## config.mk

```make
export PLATFORM = sky130hd
export DESIGN_NAME = pc_sequencer
export DESIGN_NICKNAME = d
export VERILOG_FILES = /design/src/rtl/pc_pkg.sv /design/src/rtl/pc_sequencer_return_stack.sv /design/src/rtl/pc_sequencer.sv
export SDC_FILE = /design/constraint.sdc
export NUM_CORES = 1
export LEC_CHECK = 0
export BUFFER_PORTS_ARGS = -buffer_cell sky130_fd_sc_hd__buf_2
export CAP_MARGIN = 20
export CORE_ASPECT_RATIO = 0.7
export CORE_MARGIN = 1.5
export CORE_UTILIZATION = 32
export DETAILED_ROUTE_END_ITERATION = 12
export PLACE_DENSITY_LB_ADDON = 0.08
export SYNTH_ARGS = -nofsm -noshare
export SYNTH_HDL_FRONTEND = slang
export SYNTH_SLANG_ARGS = --single-unit
```

## constraint.sdc

```tcl
create_clock -name clk -period 3.4 [get_ports clk]
set_clock_uncertainty 0.2 [all_clocks]
set_input_delay 0.68 -clock clk [delete_from_list [all_inputs] [get_ports clk]]
set_output_delay 0.68 -clock clk [all_outputs]
set_load 0.1 [all_outputs]
```

## src/rtl/pc_pkg.sv

```systemverilog
`default_nettype none
// +-----------------------------------------------------------------+
// | pc_pkg : redirect-mode encodings and alignment helper           |
// | Rev 1.0                                                          |
// +-----------------------------------------------------------------+
package pc_pkg;

  localparam logic [1:0] MODE_BRANCH = 2'b00;
  localparam logic [1:0] MODE_JUMP   = 2'b01;
  localparam logic [1:0] MODE_CALL   = 2'b10;
  localparam logic [1:0] MODE_RET    = 2'b11;

  // Number of low PC bits that must be zero for a given increment.
  function automatic int align_bits(input int inc);
    return (inc <= 1) ? 0 : $clog2(inc);
  endfunction

endpackage
`default_nettype wire

```

## src/rtl/pc_sequencer_return_stack.sv

```systemverilog
`default_nettype none
// +-----------------------------------------------------------------+
// | return_stack : circular LIFO that overwrites its oldest entry   |
// | Rev 1.0                                                          |
// +-----------------------------------------------------------------+
module return_stack #(
  parameter int RAS_DEPTH = 4,
  parameter int ADDR_W    = 32
) (
  input  logic              clk,
  input  logic              rst,
  input  logic              push,
  input  logic              pop,
  input  logic [ADDR_W-1:0] push_data,
  output logic [ADDR_W-1:0] top_data,
  output logic              empty,
  output logic              full
);

  localparam int             c_ptr_w = $clog2(RAS_DEPTH);
  localparam logic [c_ptr_w:0] c_full_cnt = (c_ptr_w + 1)'(RAS_DEPTH);

  logic [ADDR_W-1:0]  r_mem [RAS_DEPTH];
  logic [c_ptr_w-1:0] r_top;
  logic [c_ptr_w:0]   r_count;
  logic [c_ptr_w-1:0] w_top_inc;

  assign w_top_inc = r_top + 1'b1;
  assign top_data  = r_mem[r_top];
  assign empty     = (r_count == '0);
  assign full      = (r_count == c_full_cnt);

  // A push into a full stack lands on the oldest slot because the pointer wraps.
  always_ff @(posedge clk) begin
    if (rst) begin
      r_top   <= '0;
      r_count <= '0;
    end else if (push) begin
      r_mem[w_top_inc] <= push_data;
      r_top            <= w_top_inc;
      if (!full) r_count <= r_count + 1'b1;
    end else if (pop && !empty) begin
      r_top   <= r_top - 1'b1;
      r_count <= r_count - 1'b1;
    end
  end

endmodule
`default_nettype wire

```

## src/rtl/pc_sequencer.sv

```systemverilog
`default_nettype none
// +-----------------------------------------------------------------+
// | pc_sequencer : registered PC with branch/jump/call/ret and RAS  |
// | Rev 1.0                                                          |
// +-----------------------------------------------------------------+
module pc_sequencer
  import pc_pkg::*;
#(
  parameter int          ADDR_W    = 32,
  parameter int          INC       = 4,
  parameter logic [ADDR_W-1:0] RESET_PC = '0,
  parameter int          RAS_DEPTH = 4
) (
  input  logic              clk,
  input  logic              rst,
  input  logic              stall,
  input  logic              redirect_valid,
  input  logic [1:0]        redirect_mode,
  input  logic [ADDR_W-1:0] target,
  output logic [ADDR_W-1:0] pc,
  output logic [ADDR_W-1:0] pc_plus_inc,
  output logic              ras_empty,
  output logic              ras_full,
  output logic              misalign_err,
  output logic              ras_underflow
);

  localparam int                c_align_w = align_bits(INC);
  localparam logic [ADDR_W-1:0] c_inc     = ADDR_W'(INC);

  logic [ADDR_W-1:0] r_pc;
  logic              r_misalign;
  logic              r_underflow;

  logic [ADDR_W-1:0] w_raw_next;
  logic [ADDR_W-1:0] w_aligned;
  logic [ADDR_W-1:0] w_next;
  logic [ADDR_W-1:0] w_ras_top;
  logic              w_check;
  logic              w_low_set;
  logic              w_push;
  logic              w_pop;
  logic              w_underflow;

  assign pc            = r_pc;
  assign pc_plus_inc   = r_pc + c_inc;
  assign misalign_err  = r_misalign;
  assign ras_underflow = r_underflow;

  always_comb begin
    w_raw_next  = r_pc + c_inc;
    w_check     = 1'b0;
    w_push      = 1'b0;
    w_pop       = 1'b0;
    w_underflow = 1'b0;
    if (redirect_valid) begin
      case (redirect_mode)
        MODE_BRANCH: begin
          w_raw_next = r_pc + target;
          w_check    = 1'b1;
        end
        MODE_JUMP: begin
          w_raw_next = target;
          w_check    = 1'b1;
        end
        MODE_CALL: begin
          w_raw_next = target;
          w_check    = 1'b1;
          w_push     = 1'b1;
        end
        default: begin
          // Popped addresses were pushed as pc+INC, so they need no check.
          if (!ras_empty) begin
            w_raw_next = w_ras_top;
            w_pop      = 1'b1;
          end else begin
            w_raw_next  = target;
            w_check     = 1'b1;
            w_underflow = 1'b1;
          end
        end
      endcase
    end
  end

  generate
    if (c_align_w > 0) begin : g_align
      assign w_low_set = |w_raw_next[c_align_w-1:0];
      assign w_aligned = {w_raw_next[ADDR_W-1:c_align_w], {c_align_w{1'b0}}};
    end else begin : g_no_align
      assign w_low_set = 1'b0;
      assign w_aligned = w_raw_next;
    end
  endgenerate

  assign w_next = w_check ? w_aligned : w_raw_next;

  always_ff @(posedge clk) begin
    if (rst) begin
      r_pc        <= RESET_PC;
      r_misalign  <= 1'b0;
      r_underflow <= 1'b0;
    end else if (stall) begin
      r_misalign  <= 1'b0;
      r_underflow <= 1'b0;
    end else begin
      r_pc        <= w_next;
      r_misalign  <= w_check & w_low_set;
      r_underflow <= w_underflow;
    end
  end

  return_stack #(
    .RAS_DEPTH (RAS_DEPTH),
    .ADDR_W    (ADDR_W)
  ) u_ras (
    .clk       (clk),
    .rst       (rst),
    .push      (w_push & ~stall),
    .pop       (w_pop & ~stall),
    .push_data (pc_plus_inc),
    .top_data  (w_ras_top),
    .empty     (ras_empty),
    .full      (ras_full)
  );

endmodule
`default_nettype wire

```

# After elaboration in Yosys (flattened, before gate mapping)
# Memories as Yosys holds them, arrays and structs flattened. A register that Yosys moved wholly into a read port is not among the register bits.
# Cells that the tools add are included.
op_classes:
  n_eq_ne: 4
  shifts: 0
  reduce_logical: 11
  n_mux: 22
  bitwise_logic: 5
  n_lt_le_gt_ge: 0
  div_mod_pow: 0
  addsub: 6
  mul: 0
ops:
  columns: ["operator", "count"]
  rows:
  - ["$mux W32", 2]
  - ["$pmux W32 S2", 1]
  - ["$add A32 B3 Y32 const B", 1]
  - ["$add A32 B32 Y32", 1]
  - ["$mux W1", 11]
  - ["$mux W2", 5]
  - ["$mux W3", 3]
  - ["$reduce_or A2 Y1", 3]
  - ["$reduce_or A6 Y1", 1]
  - ["$add A3 B1 Y3 const B", 1]
  - ["$and A1 B1 Y1", 3]
  - ["$eq A3 B3 Y1 const B", 1]
  - ["$logic_not A3 Y1", 1]
  - ["$reduce_or A3 Y1", 1]
  - ["$sub A3 B1 Y3 const B", 1]
  - ["$add A2 B1 Y2 const B", 1]
  - ["$eq A2 B1 Y1 const B", 1]
  - ["$eq A2 B2 Y1 const B", 1]
  - ["$logic_not A2 Y1", 1]
  - ["$ne A2 B2 Y1 const B", 1]
  - ["$not A1 Y1", 2]
  - ["$reduce_and A2 Y1", 1]
  - ["$reduce_bool A2 Y1", 1]
  - ["$sub A2 B1 Y2 const B", 1]
  - ["other kinds (2)", 2]
word_totals:
  mem_bits_rw: 128
  input_bits: 38
  ff_bits: 39
  latchBits: 0
  romBits: 0
  out_inout_bits: 68
  elab_cells: 54
  mem_count: 1
memory_table:
  columns: ["memory", "depth", "width", "rd", "rd_ports_with_merged_regs", "wr", "line", "text"]
  rows:
  - ["u_ras.r_mem", 4, 32, 1, 1, 1, "pc_sequencer_return_stack.sv:23", "logic [ADDR_W-1:0] r_mem [RAS_DEPTH];"]

# Longest topological paths before layout
depth:
  word_depth: 10
  ltp_mapped: 12
  depth_no_buf: 12

# By module
# Synthesis repeated with hierarchy kept, for this count alone.
unflattened:
  cells_unflattened: 857
  hier_area_um2: 9795.6
modules_own_cells:
  columns: ["module", "area_per_inst_um2", "cells_per_inst", "instances", "seq_area_each_um2"]
  rows:
  - ["return_stack", 5104.9, 219, 1, 3983.8]
  - ["pc_sequencer", 4690.7, 638, 1, 680.7]

# Least setup slack after synthesis
# OpenSTA, ideal clock, no wires.
synth_timing:
  path_type: "reg2out"
  from: "reg r_pc[4], in the netlist pc[4]"
  to: "out pc_plus_inc[31]"
  stages_incl_launch_ff: 10
  required_time_ps: 2520
  t_arrival_ps: 4036
  n_path_buf: 2
  slack_ps: -1516
  cell_sequence: "dfxtp_1 buf_2 and3_4 and2_4 and4_1 buf_4 nand2_4 nor2_4 nand3_1 xnor2_1"
synth_between:
  elab_chain_len: 1
synth_rtl:
  columns: ["item", "line", "text"]
  rows:
  - ["start: declaration", "pc_sequencer.sv:31", "logic [ADDR_W-1:0] r_pc;"]
  - ["start signal: assignment", "pc_sequencer.sv:107", "r_pc <= w_next;"]
  - ["$add A32 B3 Y32", "pc_sequencer.sv:46", "assign pc_plus_inc = r_pc + c_inc;"]
  - ["end: declaration", "pc_sequencer.sv:21", "output logic [ADDR_W-1:0] pc_plus_inc,"]
# Every way passes these cells.

# Worst setup path in the final report
layout_timing:
  from: "reg r_pc[19], in the netlist pc[19]"
  to: "out pc_plus_inc[28]"
# Same word-level chain as after synthesis.

==> metrics.txt <==
# setup viols final 0; vias 7901; dpl ws -30.2 ps; CTS root buffer clkbuf_16; setup TNS 0 ps; sw frac 34.0%; Hold Vio Cnt, Final 0; Final Worst Setup Slack between 30 and 40 ps; largest net degree at the start of global routing 36; # DRC 0; vias in the first global route 7304; Leakage 4.93 nW; count of flip-flops with a built-in enable after synthesis 128; most frequent cells after synthesis 128 x edfxtp_1, 110 x nand2_1, 69 x a21oi_1; final wirelength 33200 microns; post-synth top area share 39.4%; critical path data required time 2520 ps; end of the critical path pc_plus_inc[28]; total core area 30000 sq um; Crit. End Element output pin; H-tree levels 4; top-count cell post-synth edfxtp_1; Mapped Cells 905; cells on worst reg2reg path 13; Synth warnings 0; nets 1141; I/O Pins ~110; VDD IR max 0.000321 V; violation count after the first detailed-routing iteration 867; r2r setup slk between 300 and 400 ps; global-route wire length before repair between 40000 and 50000 microns; DIE AREA about 32000 sq um; crit path from pc[19]; Final GP Congestion slightly above 0.9; Antenna diodes 0; area leader, netlist edfxtp_1; Slowest Stage Delay on Critical Path 450 ps; critical path class reg2out; CP startpoint kind flip-flop; Slew @ Worst Pin 512 ps; Post-Syn Area per Cell around 11 sq um; maxcap violations 0; RSZ-0062 raised after global routing yes; synth top area cells edfxtp_1 39%, dfxtp_1 8.4%, mux4_2 7.4%; CTS max path bufs 2; fmax 297 MHz; initial antenna violation count 0; grt total ovfl 0; input/output buffers ~110; Bufs and invs on worst path 1; leading register cell type out of synthesis edfxtp_1; drt pass-1 iters 5; Reg power frac 40.9%; r2r startpoint pc[0]; Logic pwr share about a quarter; Data arrival, critical path 2490 ps; Sink Count 169; min Tclk post-route 3370 ps; gr usage total 21.7%; Hold Path Class reg2reg; Crit path depth 7; Slowest-stage cell, CP dfxtp_2; initial core utilization 32.5%; cell area after synthesis ~10000 sq um; layout cells sized above 1 between 30% and 40%; Worst Path Max Fanout 5; CTS tree yes; syn_nets slightly below 1000; DIE HEIGHT 149 microns; Worst Hold Depth 2; Internal Power 0.00375 W; sequential-to-total area share from yosys stat 47.8%; remaining antenna violation count 0; Tot Pwr 0.00567 W; post-synth cell types 75; Top Family by Delay on Critical Path simple AND/OR/NAND/NOR gates; Max-slew headroom 65.8%; crit-path cells and3_2 -> and2_2 -> nand3_2 -> nor2_4 -> nand2_1 -> xnor2_4 -> buf_12; Die X 212 microns; cell total after placement 1433; Clock transition at path regs approximately 70 ps; Async SR Flop Fraction 0%; synthesis-to-layout area growth 29.8%; PwrDens 448 nW/um^2; outcome finished clean; net load switching power 0.00193 W; final worst path period share 99.0%; CTS Buf Count 17; drt via density 5.32; Clock power frac between 30% and 40%; max-slew violation count 0; post-route non-filler standard cell count between 1000 and 1500; FP Rows 53; drt wl/cell 22.4 microns; Worst-Skew Late Latency 450 ps; FF+latch count, synth 169; WHS 298 ps; worst r2r dst pc[28]; dpl hpwl 24400 microns
==> registers in the layout (all words and copies together) (netlist names), named ones only <==
register,count
pc,32
ras_underflow,1
u_ras.r_top,2
u_ras.r_count,3
misalign_err,1
u_ras.r_mem,128
==> placed cells by master (no fill, tap or decap), types with 8 or more instances in the layout <==
| cell type | n |
|---|---|
| xnor2_1 | 15 |
| a211oi_1 | 17 |
| nand2b_1 | 11 |
| ha_1 | 38 |
| nand4_1 | 8 |
| buf_12 | 27 |
| nand2_1 | 108 |
| dfxtp_2 | 10 |
| buf_2 | 85 |
| nand3_1 | 21 |
| a221oi_1 | 12 |
| mux2i_1 | 8 |
| buf_4 | 75 |
| o21ai_0 | 43 |
| dfxtp_4 | 15 |
| nor2_1 | 58 |
| clkbuf_16 | 17 |
| dfxtp_1 | 16 |
| a21oi_1 | 69 |
| a21o_1 | 14 |
| nor3_1 | 12 |
| inv_1 | 23 |
| edfxtp_1 | 128 |
| and3_1 | 8 |
| a31oi_1 | 24 |
| o22ai_1 | 8 |
| mux4_2 | 32 |
| xnor2_4 | 13 |
==> worst min path at each step <==
stage,from,to
final,u_ras.r_count[2],u_ras.r_count[2]
after detailed placement,u_ras.r_count[2],u_ras.r_count[2]
after floorplan,u_ras.r_count[2],u_ras.r_count[2]
after global routing,u_ras.r_count[2],u_ras.r_count[2]
after CTS,u_ras.r_count[2],u_ras.r_count[2]
after global placement,u_ras.r_count[2],u_ras.r_count[2]
==> power groups by stage <==
stage / clock (W) / sequential [W] / combinational (W)
floorplan: 0 / 0.00255 / 0.000788
CTS: 0.00198 / 0.00233 / 0.00141
global placement: 0 / 0.00238 / 0.00140
global route: 0.00204 / 0.00233 / 0.00153
detailed placement: 0 / 0.00238 / 0.00140
finish: 0.00192 / 0.00232 / 0.00143
==> worst min-delay path, delay by kind of cell (launching register included) <==
kind | cells | cell delay (ps)
flops | 1 | 330
compound gates | 2 | 130
==> area by class of cell <==
cell class | count | area [sq um]
Inverter | 23 | 86.3
Tap cell | 412 | 515
Timing Repair Buffer | 187 | 1530
Clock buffer | 18 | 429
Sequential cell | 169 | 4730
Fill cell | 2934 | 17300
Multi-Input combinational cell | 663 | 5240
Clock inverter | 14 | 134
==> repair_timing <==
| action | in CTS | in global routing |
|---|---|---|
| pin swaps | 9 | 13 |
| setup buffers | 9 | 12 |
| hold buffers | 0 | 0 |
| gates resized for setup | 5 | 11 |
| setup endpoints to repair | 12 | 12 |
==> layer usage <==
| layer | GRT usage (%) | share of wire [%] | vias to the layer above |
|---|---|---|---|
| met4 | 4.11 | 0.87 | 0 |
| met3 | 5.24 | 7.0 | 18 |
| met1 | 34.3 | 51 | 3902 |
| met2 | 29.7 | 41 | 237 |
| met5 | 0 | 0 | - |
| li1 | - | - | 3744 |
==> metrics by stage <==
| stage | utilization (%) | area, sq um |
|---|---|---|
| floorplan | - | 10200 |
| global placement | 39.7 | 11900 |
| detailed placement | 39.7 | 11900 |
| CTS | 41.8 | 12500 |
| global route | 42.2 | 12700 |
| finish | 42.2 | 12700 |
==> kinds of logic (layout without fill, tap and decap cells) <==
| kind of cell | after synthesis | after routing | share of synthesized area [%] |
|---|---|---|---|
| and+or+nand+nor | 287 | 287 | 14.5 |
| AOI/OAI and AO/OA | 244 | 244 | 16.2 |
| DFF | 169 | 169 | 47.8 |
| buffers and inverters | 73 | 242 | 3.08 |
| xor gates and xnor gates | 49 | 49 | 4.48 |
| adders and majority gates | 42 | 42 | 5.54 |
| muxes | 41 | 41 | 8.33 |
(Power assumes the default switching activity.)
